`config.mk`:
```
export PLATFORM = sky130hd
export DESIGN_NAME = fir_sample_feeder_flat
export DESIGN_NICKNAME = d
export VERILOG_FILES = /design/src/rtl/fir_sample_feeder_if.sv /design/src/rtl/fir_sample_feeder.sv /design/src/flat_wrapper.sv
export SDC_FILE = /design/constraint.sdc
export NUM_CORES = 1
export LEC_CHECK = 0
export CORE_MARGIN = 4
export CORE_UTILIZATION = 49
export CTS_BUF_LIST = sky130_fd_sc_hd__clkbuf_8 sky130_fd_sc_hd__clkbuf_16
export DETAILED_ROUTE_END_ITERATION = 7
export HOLD_SLACK_MARGIN = 0.03
export PLACE_DENSITY = 0.93
export SYNTH_ARGS = -nofsm -noshare
export SYNTH_HDL_FRONTEND = slang
export SYNTH_SLANG_ARGS = --single-unit
export TNS_END_PERCENT = 50
```
`constraint.sdc`:
```
create_clock -name clk -period 3.93 [get_ports clk]
set_clock_uncertainty 0.15 [all_clocks]
set_input_delay 0.5895 -clock clk [delete_from_list [all_inputs] [get_ports clk]]
set_output_delay 0.5895 -clock clk [all_outputs]
set_load 0.02 [all_outputs]
```
`src/rtl/fir_sample_feeder_if.sv`:
```
// fir_sample_feeder_if: sample-in / result-out handshake bundle for the FIR feeder
interface fir_sample_feeder_if;
  logic        s_valid;
  logic        s_ready;
  logic [7:0]  s_data;
  logic        m_valid;
  logic        m_ready;
  logic [17:0] m_data;
  modport master (output s_valid, s_data, m_ready, input s_ready, m_valid, m_data);
  modport slave  (input s_valid, s_data, m_ready, output s_ready, m_valid, m_data);
endinterface

```
`src/rtl/fir_sample_feeder.sv`:
```
// fir_sample_feeder: 4-tap delay line and coefficient bank feeding an external fixed-latency MAC
module fir_sample_feeder #(
  parameter int MAC_LATENCY = 2
) (
  input  logic                clk,
  input  logic                rst,
  fir_sample_feeder_if.slave  bus,
  input  logic                coef_we,
  input  logic [1:0]          coef_addr,
  input  logic [7:0]          coef_data,
  output logic [7:0]          X0,
  output logic [7:0]          X1,
  output logic [7:0]          X2,
  output logic [7:0]          X3,
  output logic [7:0]          A0,
  output logic [7:0]          A1,
  output logic [7:0]          A2,
  output logic [7:0]          A3,
  output logic                fir_enable,
  input  logic [17:0]         fir_result,
  output logic                primed
);
  typedef enum logic [1:0] {IDLE, ISSUE, WAIT, HOLD} state_t;
  state_t          st, nxt;
  logic [3:0][7:0] x, a;
  logic [3:0]      wcnt;
  logic [2:0]      scnt;
  logic            accept, done;
  assign accept = bus.s_valid & bus.s_ready;
  assign done = wcnt == 4'(MAC_LATENCY - 1);
  assign bus.s_ready = (st == IDLE) & ~rst;
  assign fir_enable = st == ISSUE;
  assign primed = scnt == 3'd4;
  assign {X3, X2, X1, X0} = x;
  assign {A3, A2, A1, A0} = a;
  always_comb begin
    nxt = st;
    nxt = (st == IDLE && accept) ? ISSUE :
          (st == ISSUE) ? WAIT :
          (st == WAIT && done) ? HOLD :
          (st == HOLD && bus.m_ready) ? IDLE : st;
  end
  // coefficients are only writable in IDLE so a running MAC always sees a stable bank
  always_ff @(posedge clk) begin
    if (rst) begin
      st          <= IDLE;
      x           <= '0;
      a           <= '0;
      wcnt        <= '0;
      scnt        <= '0;
      bus.m_valid <= 1'b0;
      bus.m_data  <= '0;
    end else begin
      st <= nxt;
      if (accept) begin
        x    <= {x[2:0], bus.s_data};
        scnt <= (scnt == 3'd4) ? scnt : scnt + 3'd1;
      end
      if (coef_we && st == IDLE) a[coef_addr] <= coef_data;
      wcnt <= (st == WAIT) ? wcnt + 4'd1 : 4'd0;
      if (st == WAIT && done) begin
        bus.m_data  <= fir_result;
        bus.m_valid <= 1'b1;
      end else if (st == HOLD && bus.m_ready) begin
        bus.m_valid <= 1'b0;
      end
    end
  end
endmodule

```
`src/flat_wrapper.sv`:
```
// flat-port wrapper written by rule: the top's interface ports become plain ports
module fir_sample_feeder_flat 
#(
  parameter int MAC_LATENCY = 2
)
  (clk, rst, coef_we, coef_addr, coef_data, X0, X1, X2, X3, A0, A1, A2, A3, fir_enable, fir_result, primed, bus_s_valid, bus_s_data, bus_m_ready, bus_s_ready, bus_m_valid, bus_m_data);
  fir_sample_feeder_if bus_i ();
  input  logic clk;
  input  logic rst;
  input  logic coef_we;
  input  logic [1:0] coef_addr;
  input  logic [7:0] coef_data;
  output logic [7:0] X0;
  output logic [7:0] X1;
  output logic [7:0] X2;
  output logic [7:0] X3;
  output logic [7:0] A0;
  output logic [7:0] A1;
  output logic [7:0] A2;
  output logic [7:0] A3;
  output logic fir_enable;
  input  logic [17:0] fir_result;
  output logic primed;
  input wire logic [$bits(bus_i.s_valid)-1:0] bus_s_valid;
  input wire logic [$bits(bus_i.s_data)-1:0] bus_s_data;
  input wire logic [$bits(bus_i.m_ready)-1:0] bus_m_ready;
  output wire logic [$bits(bus_i.s_ready)-1:0] bus_s_ready;
  output wire logic [$bits(bus_i.m_valid)-1:0] bus_m_valid;
  output wire logic [$bits(bus_i.m_data)-1:0] bus_m_data;
  assign bus_i.s_valid = bus_s_valid;
  assign bus_i.s_data = bus_s_data;
  assign bus_i.m_ready = bus_m_ready;
  assign bus_s_ready = bus_i.s_ready;
  assign bus_m_valid = bus_i.m_valid;
  assign bus_m_data = bus_i.m_data;
  fir_sample_feeder #(.MAC_LATENCY(MAC_LATENCY)) u_core (.clk(clk), .rst(rst), .bus(bus_i), .coef_we(coef_we), .coef_addr(coef_addr), .coef_data(coef_data), .X0(X0), .X1(X1), .X2(X2), .X3(X3), .A0(A0), .A1(A1), .A2(A2), .A3(A3), .fir_enable(fir_enable), .fir_result(fir_result), .primed(primed));
endmodule
```
==> flow_metrics.tcl, run 1 <==
set metrics [dict create \
    wl_mm 8.77 \
    ys_ff_latch 92 \
    yosysWarnings 0 \
    muxShareOfSynthArea_pct 13.2 \
    hold_depth 2 \
    setup_viol 0 \
    dieArea_sq_mm 0.00918 \
    grt_usage_pct 19.2 \
    synth_top_family_by_area "simple AND/OR/NAND/NOR gates" \
    crit_type "reg2out" \
    cp_cell_sequence "nor2b_1 > clkdlybuf4s50_1" \
    ir_drop_mv 0.180 \
    final-hold-violation-count 0 \
    totalPowerFinal_w 0.00179 \
    end_kind "output port" \
    clk_latency_ns 0.34 \
    multi_input_area_sq_mm 0.00176 \
    holdPathEnd "u_core.X3[3]$_SDFFE_PP0P_" \
    synth-compound-area-share_pct 5.20 \
    slew_headroom_pct 30.2 \
    start_kind "register" \
    power.share.combinational_pct 12.9 \
    rsz0062_at_grt "no" \
    fin_crit_sh_pct 62.9 \
    synthCells 387 \
    vias_per_cell 4.87 \
    wl_per_cell_microns 14.6 \
    power_density_mw_per_mm2 344 \
    vias 2931 \
    syn-num-nets 432 \
    cp.buffers_inverters 1 \
    die_w_microns 95.8 \
    r2r-start "u_core.st[1]$_SDFFE_PP0P_" \
    worst_pin_slew_ns 1.05 \
    synthAdderAreaFrac_pct 1.32 \
    crit_arrival_ns 1.73 \
    cpPeakStageDelay_ns 0.62 \
    setup_ws_ns 1.46 \
    path_clk_slew_ns 0.09 \
    place_ws_ns 1.53 \
    start_util_pct 51.3 \
    clkSinkCount 92 \
    overflow 0 \
    synth_xor_area_share_pct 0.464 \
    cts_hold_buf 0 \
    yosys.area.top_type "dfxtp_1" \
    io_buffers 126 \
    cts_buffer_depth 2 \
    power_switching_w 0.000443 \
    cts.repair.resized 0 \
    layout_commonest_cell "clkdlybuf4s50_1" \
    layout_common_cells "clkdlybuf4s50_1 (125), nand2b_1 (111), dfxtp_1 (92)" \
    dp_hpwl_mm 6.47 \
    antenna_found_initial 0 \
    first_pass_iters 4 \
    async_flop_share_pct 0 \
    post_cts_buffers 0 \
    drc_errors 0 \
    fmax_mhz 405 \
    layout-drive-gt1-share_pct 4.17 \
    place.gp.congestion 0.791 \
    seq_power_share_pct 55.0 \
    root_buffer "clkbuf_8" \
    status "complete, no violations" \
    syn_area_sq_mm 0.00378 \
    power.share.switching_pct 24.8 \
    grt_pass1_wl_mm 13.9 \
    cp_top_family "buffers and inverters" \
    worstHoldPathType "reg2reg" \
    cp_slowest_cell "clkdlybuf4s50_1" \
    slew_violations 0 \
    n_fill_cell 545 \
    area_growth_pct 37.4 \
    cts_buffers 9 \
    reg2reg_slack_ns 1.79 \
    p_clk_share_pct 32.1 \
    die_height_microns 95.8 \
    yosys.area.top_type_share_pct 48.7 \
    required_ns 3.19 \
    fin_tns_setup_ns 0 \
    syn_avg_cell_area_sq_um 9.76 \
    seq_area_frac_synth_pct 48.7 \
    p_int_w 0.00134 \
    rr_endpoint "u_core.bus.m_data[1]$_SDFFE_PP0P_" \
    fin_util_pct 70.5 \
    fin_crit_ns 2.47 \
    grt_max_degree 117 \
    synth-edff-count 0 \
    num_rows 31 \
    leakage_nw 1.95 \
    tritoncts "built" \
    synth-simple-area-share_pct 26.4 \
    crit_path_max_fanout 9 \
    synth-main-ff-cell "dfxtp_1" \
    synth_area_leaders "dfxtp_1 (49%), nand2b_1 (18%), mux2i_1 (13%)" \
    coreArea_sq_mm 0.00737 \
    hold_start "u_core.X3[3]$_SDFFE_PP0P_" \
    ant_nets 0 \
    grt_pass1_vias 2977 \
    htreeDepth 3 \
    drtIter0Drc 93 \
    seq_area_sq_mm 0.00184 \
    reg2reg_depth 3 \
    synth.distinct_cells 31 \
    antenna_cells 0 \
    max_cap_violations 0 \
    io_pins 127 \
    nNetsFinal 544 \
]
## power by group through the flow
stage               sequential (W)  combinational [W]  clock (W)
finish                    0.000983           0.000230   0.000574
global route              0.000987           0.000248   0.000624
CTS                       0.000983           0.000232   0.000584
detailed placement         0.00101           0.000232          0
global placement           0.00100           0.000226          0
floorplan                  0.00103           0.000101          0
## cell type report
class | instances | area share (%)
flip-flops and latches | 92 | 35.5
repair buffers | 128 | 24.5
clock buffers | 11 | 2.92
inverters | 4 | 0.289
clock inverters | 4 | 0.506
well taps | 99 | 2.39
multi-input cells | 264 | 34.0
## layer usage
metal / vias to the layer above / GRT usage (%) / routed length [microns]
met5: - / 0 / 0
met2: 100 / 31.6 / 4120
met1: 1337 / 22.9 / 3740
met4: 0 / 5.81 / 112
met3: 13 / 7.90 / 794
li1: 1481 / - / -
## state kept, by name (all words and copies together) (netlist names), 4 cells and up
signal / cells
u_core.A3: 8
u_core.X0: 8
u_core.X2: 8
u_core.A0: 8
u_core.wcnt: 4
u_core.A2: 8
u_core.X1: 8
u_core.X3: 8
u_core.bus.m_data: 18
u_core.A1: 8
## tightest hold or removal path: cells and delay by family, from the launching register on
kind	cells	cell delay, ns
AND/OR/NAND/NOR	1	0.06
flip-flops	1	0.32
AO/OA/AOI/OAI	1	0.05
## cell usage after synthesis, types with 4 or more instances
cell      number
ha_1           4
nor2_1         6
o21ai_0        8
buf_6          5
nand2b_1     111
buf_2          5
nand3_1        4
dfxtp_1       92
clkbuf_1      12
inv_1          4
o21ai_1       26
mux2i_1       50
a21oi_1        4
nand2_1       33
## how the worst max path moves through the flow
stage | start | endpoint | slack (ns) | depth (start not counted)
final | u_core.st[0]$_SDFFE_PP0P_ | fir_enable | 1.46 | 2
after global routing | u_core.scnt[0]$_SDFFE_PP0P_ | primed | 1.38 | 5
after CTS | u_core.st[0]$_SDFFE_PP0P_ | fir_enable | 1.44 | 2
after detailed placement | bus_s_valid | u_core.scnt[2]$_SDFFE_PP0P_ | 1.53 | 5
after global placement | bus_s_valid | u_core.scnt[2]$_SDFFE_PP0P_ | 1.56 | 5
after floorplan | rst | bus_s_ready | 1.62 | 4
## through the flow
stage          area (sq um)  std cells  hold slack (ns)
2_1_floorplan          3780        387            0.283
3_3_place_gp           5010        587            0.295
3_5_place_dp           5010        587            0.310
4_1_cts                5190        602            0.324
5_1_grt                5190        602            0.342
6_report               5190        602            0.320
## cells by family (layout without fill, tap and decap cells)
group / Yosys count / count (layout)
xor+xnor: 2 / 2
fa+ha+maj: 4 / 4
compound gates: 39 / 39
flops: 92 / 92
buf+inv: 31 / 147
mux: 50 / 50
simple gates: 169 / 169
Note: power is estimated with default switching activity, not from simulation.
==> inputs of run 2 (changes only) <==
--- a/config.mk
+++ b/config.mk
@@ -6,11 +6,11 @@
 export NUM_CORES = 1
 export LEC_CHECK = 0
 export CORE_MARGIN = 4
-export CORE_UTILIZATION = 49
+export CORE_UTILIZATION = 45
 export CTS_BUF_LIST = sky130_fd_sc_hd__clkbuf_8 sky130_fd_sc_hd__clkbuf_16
 export DETAILED_ROUTE_END_ITERATION = 7
 export HOLD_SLACK_MARGIN = 0.03
-export PLACE_DENSITY = 0.93
+export PLACE_DENSITY = 0.87
 export SYNTH_ARGS = -nofsm -noshare
 export SYNTH_HDL_FRONTEND = slang
 export SYNTH_SLANG_ARGS = --single-unit
==> constraint.sdc (replaced) <==
create_clock -name clk -period 2.55 [get_ports clk]
set_clock_uncertainty 0.15 [all_clocks]
set_input_delay 0.3825 -clock clk [delete_from_list [all_inputs] [get_ports clk]]
set_output_delay 0.3825 -clock clk [all_outputs]
set_load 0.02 [all_outputs]
==> flow_metrics.tcl, run 2 (synthesis gave the netlist of run 1 again) <==
set metrics [dict create \
    coreArea_sq_mm 0.00818 \
    clkSinkCount 92 \
    top_register "u_core.bus.m_data" \
    start_util_pct 46.2 \
    layout_commonest_cell "clkdlybuf4s50_1" \
    required_ns 2.02 \
    fin_tns_setup_ns 0 \
    place_area_sq_mm 0.00504 \
    wl_per_cell_microns 14.3 \
    grt_usage_pct 17.8 \
    first_pass_iters 4 \
    post_cts_buffers 0 \
    htreeDepth 3 \
    crit_path_max_fanout 9 \
    grt_pass1_vias 3063 \
    clk_latency_ns 0.34 \
    die_w_microns 99.6 \
    p_clk_share_pct 35.4 \
    tritoncts "built" \
    start_kind "register" \
    final-hold-violation-count 0 \
    io_buffers 126 \
    slew_headroom_pct 56.2 \
    setup_viol 0 \
    cp_cell_sequence "nor2b_1 > clkdlybuf4s50_1" \
    seq_power_share_pct 52.3 \
    wl_mm 8.70 \
    crit_type "reg2out" \
    worst_pin_slew_ns 0.654 \
    place.gp.congestion 0.761 \
    overflow 0 \
    cts_buffer_depth 2 \
    r2r-start "u_core.st[0]$_SDFFE_PP0P_" \
    layout_common_cells "clkdlybuf4s50_1 (125), nand2b_1 (111), dfxtp_1 (92)" \
    dieArea_sq_mm 0.00993 \
    grt_max_degree 83 \
    totalPowerFinal_w 0.00290 \
    reg2reg_depth 3 \
    slew_violations 0 \
    place_ws_ns 0.473 \
    worstHoldPathType "reg2reg" \
    rr_endpoint "u_core.A1[2]$_SDFFE_PP0P_" \
    largest_reg_flops 18 \
    grt_pass1_wl_mm 14.3 \
    num_rows 33 \
    setup_ws_ns 0.267 \
    vias 2951 \
    power.share.combinational_pct 12.3 \
    cpPeakStageDelay_ns 0.61 \
    die_height_microns 99.6 \
    cts_buffers 9 \
    fin_crit_sh_pct 89.5 \
    holdPathEnd "u_core.X3[6]$_SDFFE_PP0P_" \
    power.share.switching_pct 23.7 \
    end_kind "output port" \
    p_int_w 0.00221 \
    leakage_nw 1.97 \
    reg2reg_slack_ns 0.73 \
    crit_arrival_ns 1.75 \
    drc_errors 0 \
    cts_hold_buf 0 \
    antenna_cells 0 \
    drtIter0Drc 135 \
    vias_per_cell 4.85 \
    cp_top_family "flip-flops" \
    path_clk_slew_ns 0.09 \
    dp_hpwl_mm 6.31 \
    power_switching_w 0.000687 \
    max_cap_violations 0 \
    fin_util_pct 64.2 \
    ir_drop_mv 0.318 \
    hold_start "u_core.X2[6]$_SDFFE_PP0P_" \
    power_density_mw_per_mm2 552 \
    antenna_found_initial 0 \
    root_buffer "clkbuf_8" \
    fmax_mhz 438 \
    design_area_sq_mm 0.00525 \
    cp.buffers_inverters 1 \
    hold_depth 2 \
    nNetsFinal 545 \
    ant_nets 0 \
    status "complete, no violations" \
    rsz0062_at_grt "no" \
    area_growth_pct 38.9 \
    io_pins 127 \
    cp_slowest_cell "dfxtp_1" \
    layout-drive-gt1-share_pct 4.37 \
    cts.repair.resized 0 \
    fin_crit_ns 2.28 \
]
run 2: cell count changes in the layout (fill, tap and decap cells not counted):
cell	previous run	this run
clkinvlp_4	0	1
clkinv_4	2	0
clkinv_2	1	2
clkbuf_8	11	9
bufinv_16	0	2
buf_12	0	1
run 2: power by group through the flow:
stage	Sequential, W	Clock [W]	Combinational, W
2_1_floorplan	0.00159	0	0.000155
3_5_place_dp	0.00155	0	0.000359
3_3_place_gp	0.00155	0	0.000352
6_report	0.00152	0.00103	0.000357
5_1_grt	0.00152	0.00112	0.000384
4_1_cts	0.00152	0.00106	0.000360
run 2: routing by layer:
metal / global-route usage (%) / part of all wire (%) / up-vias
li1: - / - / 1483
met1: 20.1 / 42 / 1355
met2: 30.6 / 46 / 104
met3: 7.36 / 10 / 9
met4: 5.67 / 1.1 / 0
met5: 0 / 0 / -
run 2: cell type report:
class                   count  area [sq um]
multi-input cells         264          1760
well taps                 105           131
clock buffers               9           124
fillers                   683          2930
flip-flops and latches     92          1840
repair buffers            129          1290
clock inverters             6          81.3
inverters                   4          15.0
run 2: worst min-delay path: cells and delay by family, from the launching register on:
family / cells / cell delay [ns]
DFF: 1 / 0.33
AOI/OAI and AO/OA: 1 / 0.05
and+or+nand+nor: 1 / 0.05
run 2: worst max path at each step:
| stage | to | start | cells after the start |
|---|---|---|---|
| 3_3_place_gp | u_core.A0[5]$_SDFFE_PP0P_ | coef_we | 4 |
| 2_1_floorplan | bus_s_ready | rst | 4 |
| 5_1_grt | fir_enable | u_core.st[0]$_SDFFE_PP0P_ | 2 |
| 4_1_cts | fir_enable | u_core.st[0]$_SDFFE_PP0P_ | 2 |
| 6_report | fir_enable | u_core.st[0]$_SDFFE_PP0P_ | 2 |
| 3_5_place_dp | u_core.A3[6]$_SDFFE_PP0P_ | rst | 4 |
run 2: metrics by stage:
step,hold WS [ns],std cells
4_1_cts,0.319,609
2_1_floorplan,0.283,387
3_5_place_dp,0.305,594
3_3_place_gp,0.295,594
6_report,0.316,609
5_1_grt,0.341,609
